$ cat src/rtl/wb_sram_bridge_if.sv
// Purpose : CPU data-port bus bundle (cyc/we/sel/adr/dat/ack/err) between the
//           bexkat1p CPU (master) and the SRAM bridge (slave).
// Ports   : master drives cyc_i/we_i/sel_i/adr_i/dat_i; slave returns dat_o/ack_o/err_o.
interface wb_sram_bridge_if;
   logic        cyc_i;
   logic        we_i;
   logic [3:0]  sel_i;
   logic [31:0] adr_i;
   logic [31:0] dat_i;
   logic [31:0] dat_o;
   logic        ack_o;
   logic        err_o;

   modport master (
      output cyc_i, we_i, sel_i, adr_i, dat_i,
      input  dat_o, ack_o, err_o
   );

   modport slave (
      input  cyc_i, we_i, sel_i, adr_i, dat_i,
      output dat_o, ack_o, err_o
   );
endinterface

$ cat src/rtl/wb_sram_bridge.sv
// Purpose : Bus slave that sequences CPU data-port requests into a synchronous
//           single-port block RAM with registered output, returning one ack
//           per transaction with read data held stable alongside it.
// Latency : write acks 2 cycles after the request edge; read acks 2+RD_LAT.
// Backpressure: a request is only accepted in IDLE; the master holds cyc_i
//           until ack_o (dropping cyc_i during a read wait aborts it).
// Ports   : clk_i/rst_i (async, active-high); wb = CPU bus (slave modport);
//           ram_addr/ram_data/ram_wren/ram_byteena drive the RAM, ram_q returns.
// Config  : define WB_BRIDGE_RANGE_ERR_EN to flag accesses with nonzero
//           adr_i[31:AW+2] as errors (err_o) instead of aliasing them.
module wb_sram_bridge #(
   parameter int AW     = 15,
   parameter int RD_LAT = 2
) (
   input  logic          clk_i,
   input  logic          rst_i,
   wb_sram_bridge_if.slave wb,
   output logic [AW-1:0] ram_addr,
   output logic [31:0]   ram_data,
   output logic          ram_wren,
   output logic [3:0]    ram_byteena,
   input  logic [31:0]   ram_q
);

   if (RD_LAT < 1 || RD_LAT > 4) begin : g_bad_lat
      $error("wb_sram_bridge: RD_LAT must be in 1..4");
   end

   localparam logic [1:0] LAT_M1 = 2'(RD_LAT - 1);

   typedef enum logic [2:0] {
      IDLE  = 3'd0,
      WRITE = 3'd1,
      RWAIT = 3'd2,
      CAPT  = 3'd3,
      ACK   = 3'd4
`ifdef WB_BRIDGE_RANGE_ERR_EN
      , ERR = 3'd5
`endif
   } state_t;

   state_t        r_state;
   state_t        w_state_nxt;

   logic [AW-1:0] r_addr,     w_addr_nxt;
   logic [31:0]   r_wdat,     w_wdat_nxt;
   logic [3:0]    r_be,       w_be_nxt;
   logic [31:0]   r_rdat,     w_rdat_nxt;
   logic [1:0]    r_cnt,      w_cnt_nxt;
   logic          r_wren,     w_wren_nxt;
   logic          r_ack,      w_ack_nxt;
   logic          r_err,      w_err_nxt;

   logic          w_range_err;
   logic          w_accept;

   // Byte-offset bits are never used; upper bits are unused when aliasing.
   logic          w_unused;
   assign w_unused = ^{wb.adr_i[1:0], wb.adr_i[31:AW+2]};

`ifdef WB_BRIDGE_RANGE_ERR_EN
   assign w_range_err = (wb.adr_i >> (AW + 2)) != 32'd0;
`else
   assign w_range_err = 1'b0;
`endif

   // A request that will touch the RAM: latches address/data/lanes.
   assign w_accept = (r_state == IDLE) && wb.cyc_i && !w_range_err;

   // State and output registers
   always_ff @(posedge clk_i or posedge rst_i) begin
      if (rst_i) begin
         r_state <= IDLE;
         r_addr  <= '0;
         r_wdat  <= '0;
         r_be    <= '0;
         r_rdat  <= '0;
         r_cnt   <= '0;
         r_wren  <= 1'b0;
         r_ack   <= 1'b0;
         r_err   <= 1'b0;
      end else begin
         r_state <= w_state_nxt;
         r_addr  <= w_addr_nxt;
         r_wdat  <= w_wdat_nxt;
         r_be    <= w_be_nxt;
         r_rdat  <= w_rdat_nxt;
         r_cnt   <= w_cnt_nxt;
         r_wren  <= w_wren_nxt;
         r_ack   <= w_ack_nxt;
         r_err   <= w_err_nxt;
      end
   end

   // Next-state logic
   always_comb begin
      w_state_nxt = r_state;
      case (r_state)
         IDLE: begin
            if (wb.cyc_i) begin
`ifdef WB_BRIDGE_RANGE_ERR_EN
               if (w_range_err)
                  w_state_nxt = ERR;
               else
`endif
               if (wb.we_i)
                  w_state_nxt = WRITE;
               else
                  w_state_nxt = RWAIT;
            end
         end
         // The write commits regardless of cyc_i, so no abort here.
         WRITE: w_state_nxt = ACK;
         // Abort takes priority over the counter expiring.
         RWAIT: begin
            if (!wb.cyc_i)
               w_state_nxt = IDLE;
            else if (r_cnt == 2'd0)
               w_state_nxt = CAPT;
         end
         CAPT:  w_state_nxt = ACK;
         ACK:   w_state_nxt = IDLE;
`ifdef WB_BRIDGE_RANGE_ERR_EN
         ERR:   w_state_nxt = IDLE;
`endif
         default: w_state_nxt = IDLE;
      endcase
   end

   // Output logic: next values of the registered outputs. Strobes are
   // decoded from the next state so they line up exactly with the state.
   always_comb begin
      w_addr_nxt = r_addr;
      w_wdat_nxt = r_wdat;
      w_be_nxt   = r_be;
      w_rdat_nxt = r_rdat;
      w_cnt_nxt  = r_cnt;
      w_wren_nxt = (w_state_nxt == WRITE);
      w_ack_nxt  = (w_state_nxt == ACK);
`ifdef WB_BRIDGE_RANGE_ERR_EN
      w_err_nxt  = (w_state_nxt == ERR);
`else
      w_err_nxt  = 1'b0;
`endif

      if (w_accept) begin
         w_addr_nxt = wb.adr_i[AW+1:2];
         w_wdat_nxt = wb.dat_i;
         w_be_nxt   = wb.sel_i;
         if (!wb.we_i)
            w_cnt_nxt = LAT_M1;
      end else if (r_state == RWAIT && r_cnt != 2'd0) begin
         w_cnt_nxt = r_cnt - 2'd1;
      end

      // Read data is only replaced by a completed read.
      if (r_state == CAPT)
         w_rdat_nxt = ram_q;
   end

   assign ram_addr    = r_addr;
   assign ram_data    = r_wdat;
   assign ram_wren    = r_wren;
   assign ram_byteena = r_be;
   assign wb.dat_o    = r_rdat;
   assign wb.ack_o    = r_ack;
   assign wb.err_o    = r_err;

endmodule

$ cat src/flat_wrapper.sv
// flat-port wrapper written by rule: the top's interface ports become plain ports
module wb_sram_bridge_flat 
#(
   parameter int AW     = 15,
   parameter int RD_LAT = 2
)
  (clk_i, rst_i, ram_addr, ram_data, ram_wren, ram_byteena, ram_q, wb_cyc_i, wb_we_i, wb_sel_i, wb_adr_i, wb_dat_i, wb_dat_o, wb_ack_o, wb_err_o);
  wb_sram_bridge_if wb_i ();
  input  logic clk_i;
  input  logic rst_i;
  output logic [AW-1:0] ram_addr;
  output logic [31:0] ram_data;
  output logic ram_wren;
  output logic [3:0] ram_byteena;
  input  logic [31:0] ram_q;
  input wire logic [$bits(wb_i.cyc_i)-1:0] wb_cyc_i;
  input wire logic [$bits(wb_i.we_i)-1:0] wb_we_i;
  input wire logic [$bits(wb_i.sel_i)-1:0] wb_sel_i;
  input wire logic [$bits(wb_i.adr_i)-1:0] wb_adr_i;
  input wire logic [$bits(wb_i.dat_i)-1:0] wb_dat_i;
  output wire logic [$bits(wb_i.dat_o)-1:0] wb_dat_o;
  output wire logic [$bits(wb_i.ack_o)-1:0] wb_ack_o;
  output wire logic [$bits(wb_i.err_o)-1:0] wb_err_o;
  assign wb_i.cyc_i = wb_cyc_i;
  assign wb_i.we_i = wb_we_i;
  assign wb_i.sel_i = wb_sel_i;
  assign wb_i.adr_i = wb_adr_i;
  assign wb_i.dat_i = wb_dat_i;
  assign wb_dat_o = wb_i.dat_o;
  assign wb_ack_o = wb_i.ack_o;
  assign wb_err_o = wb_i.err_o;
  wb_sram_bridge #(.AW(AW), .RD_LAT(RD_LAT)) u_core (.clk_i(clk_i), .rst_i(rst_i), .wb(wb_i), .ram_addr(ram_addr), .ram_data(ram_data), .ram_wren(ram_wren), .ram_byteena(ram_byteena), .ram_q(ram_q));
endmodule
$ cat config.mk
export PLATFORM = sky130hd
export DESIGN_NAME = wb_sram_bridge_flat
export DESIGN_NICKNAME = d
export VERILOG_FILES = /design/src/rtl/wb_sram_bridge_if.sv /design/src/rtl/wb_sram_bridge.sv /design/src/flat_wrapper.sv
export SDC_FILE = /design/constraint.sdc
export NUM_CORES = 1
export LEC_CHECK = 0
export ABC_AREA = 1
export CAP_MARGIN = 20
export CORE_MARGIN = 3
export CORE_UTILIZATION = 40
export CTS_CLUSTER_DIAMETER = 200
export DETAILED_ROUTE_END_ITERATION = 6
export HOLD_SLACK_MARGIN = 0.06
export PLACE_DENSITY = 0.81
export SLEW_MARGIN = 20
export SYNTH_ARGS = -nofsm -noshare
export SYNTH_HDL_FRONTEND = slang
export SYNTH_SLANG_ARGS = --single-unit
$ cat constraint.sdc
create_clock -name clk_i -period 8.2 [get_ports clk_i]
set_input_delay 2.05 -clock clk_i [delete_from_list [all_inputs] [get_ports clk_i]]
set_output_delay 2.05 -clock clk_i [all_outputs]
set_load 0.03 [all_outputs]
# ---- Word level (Yosys, flattened, before mapping)
# Index checks and enable logic that the tools add are counted.
dict set report classes {
  n_addsub 1
  eq_ne 6
  muxes 8
  n_reduce_logical 8
}
# cell count
set ops {}
lappend ops {{2-to-1 mux 3 bit} 3}
lappend ops {{case mux 3 bit (3 select lines)} 1}
lappend ops {{2-to-1 mux 2 bit} 4}
lappend ops {{== test 3 x 1 -> 1 bit (second input constant)} 2}
lappend ops {{== test 3 x 2 -> 1 bit (second input constant)} 2}
lappend ops {{nonzero test 2 bit} 2}
lappend ops {{== test 3 bit (second input constant)} 1}
lappend ops {{logical NOT 3 bit} 1}
lappend ops {{logical AND 1 bit} 2}
lappend ops {{logical NOT 2 bit} 1}
lappend ops {{!= test 2 bit (second input constant)} 1}
lappend ops {{AND reduction 2 bit} 1}
lappend ops {{OR reduction 2 bit} 1}
lappend ops {{subtractor 2 x 1 -> 2 bit (second input constant)} 1}
dict set report totals {
  ff_bits 90
  in_bits 104
  out_inout_bits 86
}

# ---- Longest topological paths before layout
dict set report logic_depth {
  depth_word 5
  mapped_depth 7
  ltp_nobuf 7
}

# ---- Least setup slack after synthesis
# No wires, ideal clock.
dict set report synth_timing {
  path_type {input to register}
  startpoint {input wb_cyc_i}
  endpoint {register u_core.r_addr[0], in the netlist u_core.ram_addr[0]}
  setup_time_ps 118
  arrival_ps 2612
  t_required_ps 8082
  setup_slack_ps 5471
  stages 6
  path_buffers 1
  cell_sequence {inv_1 > nor2_4 > nand2_2 > buf_4 > nand2_1 > nand2_1}
}
dict set report synth_via {
  elab_chain_len 1
}
# element line
set synth_lines {}
lappend synth_lines {{start, declared} flat_wrapper.sv:16} ;# input wire logic [$bits(wb_i.cyc_i)-1:0] wb_cyc_i;
lappend synth_lines {{logical AND 1 bit} wb_sram_bridge.sv:68} ;# assign w_accept = (r_state == IDLE) && wb.cyc_i && !w_range_err;
lappend synth_lines {{end signal, assigned} wb_sram_bridge.sv:84} ;# r_addr <= w_addr_nxt;
lappend synth_lines {{end, declared} wb_sram_bridge.sv:45} ;# logic [AW-1:0] r_addr, w_addr_nxt;
# No other way between the ends.
# A chain may end at the register's enable or synchronous reset.

# ---- Worst setup path in the final report
dict set report layout_timing {
  startpoint {input wb_cyc_i}
  endpoint {register u_core.r_state[0]}
}
dict set report layout_via {
  elab_chain_len 2
}
# element line
set layout_lines {}
lappend layout_lines {{2-to-1 mux 3 bit, on equally long branches} {wb_sram_bridge.sv:116, wb_sram_bridge.sv:100}}
lappend layout_lines {{case mux 3 bit (3 select lines) (*)} wb_sram_bridge.sv:98} ;# case (r_state)
lappend layout_lines {{named net u_core.w_state_nxt[0]} wb_sram_bridge.sv:43} ;# state_t w_state_nxt;
lappend layout_lines {{end signal, assigned} wb_sram_bridge.sv:83} ;# r_state <= w_state_nxt;
lappend layout_lines {{end, declared} wb_sram_bridge.sv:42} ;# state_t r_state;
# The timed path passes the listed nets; every way through them passes the cells marked *.

==> results by group <==
Global routing
  • GR Util All Layers: 0.189
  • Gr busiest metal: met2
  • Vias in the first global route: 3,227
  • First-pass GRT wire length: 15.6 mm
  • Met2 Use GR: 0.302
  • Met1 GRT Util: 0.246
  • Largest net degree at the start of global routing: 91
  • Global Route met3 Usage: 0.0675
  • GRT overflow: 0
  • Initial antenna violation count: 0

Cells and area
  • Register area: 0.00225 mm²
  • Share of layout cells above drive strength 1: 0.0463
  • Antenna cells: 0
  • Nets: between 600 and 700
  • Final core utilization: 0.634
  • Fillers: about 750
  • Multi-input logic area: ~0.0012 mm²
  • Cell area after layout: 0.00556 mm²
  • Area delta synth->final: 53.4%

Worst setup path
  • Critical path peak fanout: 53
  • Critical path type: input pin to flip-flop
  • Worst EP arrival: roughly 3.7 ns
  • Crit-path max cell delay: 0.56 ns
  • CP bufs+invs: 2
  • Critical path launch point type: input pin
  • Slowest cell on crit path: nand2_2
  • Critical-path cell list: clkdlybuf4s50_1 > inv_1 > nor2_4 > nand2_2 > o21ai_0
  • Crit path capture type: flip-flop
  • Required time worst endpoint: 8.43 ns
  • CP top delay family: simple AND/OR/NAND/NOR gates

STA
  • Unrepaired setup endpoints after global routing: false
  • Final setup viols: 0
  • Fin Hold WS: 0.476 ns
  • Worst rel slew slack: 0.338
  • Slew of the pin with the lowest slew margin: 0.990 ns
  • Fmax: 0.289 GHz
  • Post-layout min period: between 3 and 4 ns
  • Max-slew violations: 0
  • Layout Skew: 0.0155 ns
  • Setup TNS: 0 ns
  • Crit share post-route: 0.422
  • Hold Fails Final Rpt: 0

Synthesis
  • Post-synthesis sequential area ratio: 0.622
  • #FFs+latches synth: 90
  • Synth warn: 0
  • Mapped Cells: 398
  • Post-synthesis net count: 503
  • Synth unique cells: 17
  • Synth top area share: 0.622
  • Top cells by area, synth: dfrtp_1, nand2_1, nand3_1
  • Main synth FF type: dfrtp_1
  • Synth cell count leaders: nand2_1, dfrtp_1, nand3_1, buf_4, buf_2
  • Number of synthesized flops with an enable pin: 0
  • Cell Area, Synth: 0.00362 mm²
  • Most numerous cell in the Yosys netlist: nand2_1
  • Mapped Avg Cell Area: 9.10 µm²
  • Post-synth top area cell: dfrtp_1
  • Asr flop ratio synth: 1.00

Power
  • Max VDD drop: about 170 µV
  • Leakage: 2.68 nW
  • Total Power: 2.18 mW
  • Pwr dens: 392 mW/mm²

Die
  • Row Count: 34
  • Die width: 101 µm
  • Initial Util: 0.413
  • Die Ht: 101 µm
  • Core Area: 0.00876 mm²
  • Ports: 190
  • DIE AREA: between 0.01 and 0.015 mm²

Clock tree
  • Clk buf depth: 2
  • Cts bufs inserted: 9
  • # clock sinks: 90
  • Skew-Pair Late Insertion Delay: 0.35 ns
  • Post_cts resized: 0
  • Setup repair bufs after CTS: 0
  • Worst-path clk slew: approximately 0.09 ns
  • Root Driver: clkbuf_8
  • Htree depth: 3
  • Hold_buf cts: 0
  • TritonCTS clock tree: built

Route
  • Detailed-route via count: 3,267
  • Vias per cell: 4.88
  • Antenna viol nets, final: 0
  • DRC violation count after routing: 0
  • DRT Pass-1 Iters: 4
  • Post-DR wirelength/cell: 14.4 µm
  • Initial DRC Count: 112
  • Post-Route WL: 9.68 mm

Placement
  • Detailed placement HPWL: 6.57 mm
  • GPL Wtd Cong: 0.773
  • Post-DP Area: 0.00533 mm²
  • Port-buffer cells: approximately 170

Min path
  • HP Class: flip-flop to flip-flop

Outcome
  • Status: completed

Job
  • Max cap viols: 0
## worst paths after layout
check | startpoint | end | slack, ns | depth (start not counted)
max | wb_cyc_i | u_core.r_state[0]$_DFF_PP0_ | 4.74 | 5
min | u_core.wb.dat_o[26]$_DFFE_PP0N_ | u_core.wb.dat_o[26]$_DFFE_PP0N_ | 0.48 | 2
max reg2reg | u_core.r_state[1]$_DFF_PP0_ | u_core.r_state[0]$_DFF_PP0_ | 6.25 | 3
min reg2reg | u_core.wb.dat_o[26]$_DFFE_PP0N_ | u_core.wb.dat_o[26]$_DFFE_PP0N_ | 0.48 | 2
max in group asynchronous | rst_i | u_core.r_state[1]$_DFF_PP0_ | 5.39 | 3
min in group asynchronous | rst_i | u_core.ram_addr[0]$_DFFE_PP0P_ | 2.23 | 3
## where the power goes
part	internal [mW]	total (mW)	switching, mW
clock network	0.140	0.296	0.155
registers	0.640	0.758	0.118
logic	0.449	1.12	0.676
## final cells by class
class                           instances  area share
Sequential cell                        90       0.405
Timing Repair Buffer                  175       0.318
Multi-Input combinational cell        274       0.213
Tap cell                              108      0.0243
Clock buffer                            9      0.0223
Clock inverter                          6      0.0122
Inverter                                8     0.00563
## registers in the layout (all words and copies together) (netlist names)
register	cells
u_core.wb.ack_o	1
u_core.r_state	3
u_core.ram_addr	15
u_core.ram_data	32
u_core.ram_wren	1
u_core.wb.dat_o	32
u_core.r_cnt	2
u_core.ram_byteena	4
## stage by stage
step                      setup slack [ns]  std cells
after global routing                  4.57        670
after floorplan                       3.81        398
after global placement                4.43        654
after CTS                             4.69        669
final                                 4.74        670
after detailed placement              4.33        654
## cells in the final DEF (no fill, tap or decap), types with 2 or more instances in the layout
cell	synthesis	layout
dfrtp_1	90	89
clkinv_2	0	2
inv_1	8	7
buf_4	13	2
nor2_1	2	2
nand2_1	173	173
clkbuf_8	0	9
nor2_4	3	3
clkinvlp_4	0	2
clkdlybuf4s50_1	0	171
nand3_1	88	88
## cells by family (layout without fill, tap and decap cells)
family | count (synthesis) | count (layout) | share of synthesized area
AND/OR/NAND/NOR | 270 | 270 | 0.319
flip-flops | 90 | 90 | 0.622
buffers and inverters | 34 | 198 | 0.0522
AO/OA/AOI/OAI | 2 | 2 | 0.00276
adder cells (fa/ha/maj) | 1 | 1 | 0.00345
other | 1 | 1 | 0.00104
## worst min-delay path: stages, from the launching register on
cell and delay, ns:
dfrtp_1 0.35, nand2_1 0.05, nand2_1 0.05
## metal layers
layer,wire length [µm],vias up
li1,-,1580
met1,3910,1548
met2,4680,131
met3,1010,8
met4,75,0
met5,0,-
Note: power is estimated with default switching activity, not from simulation.
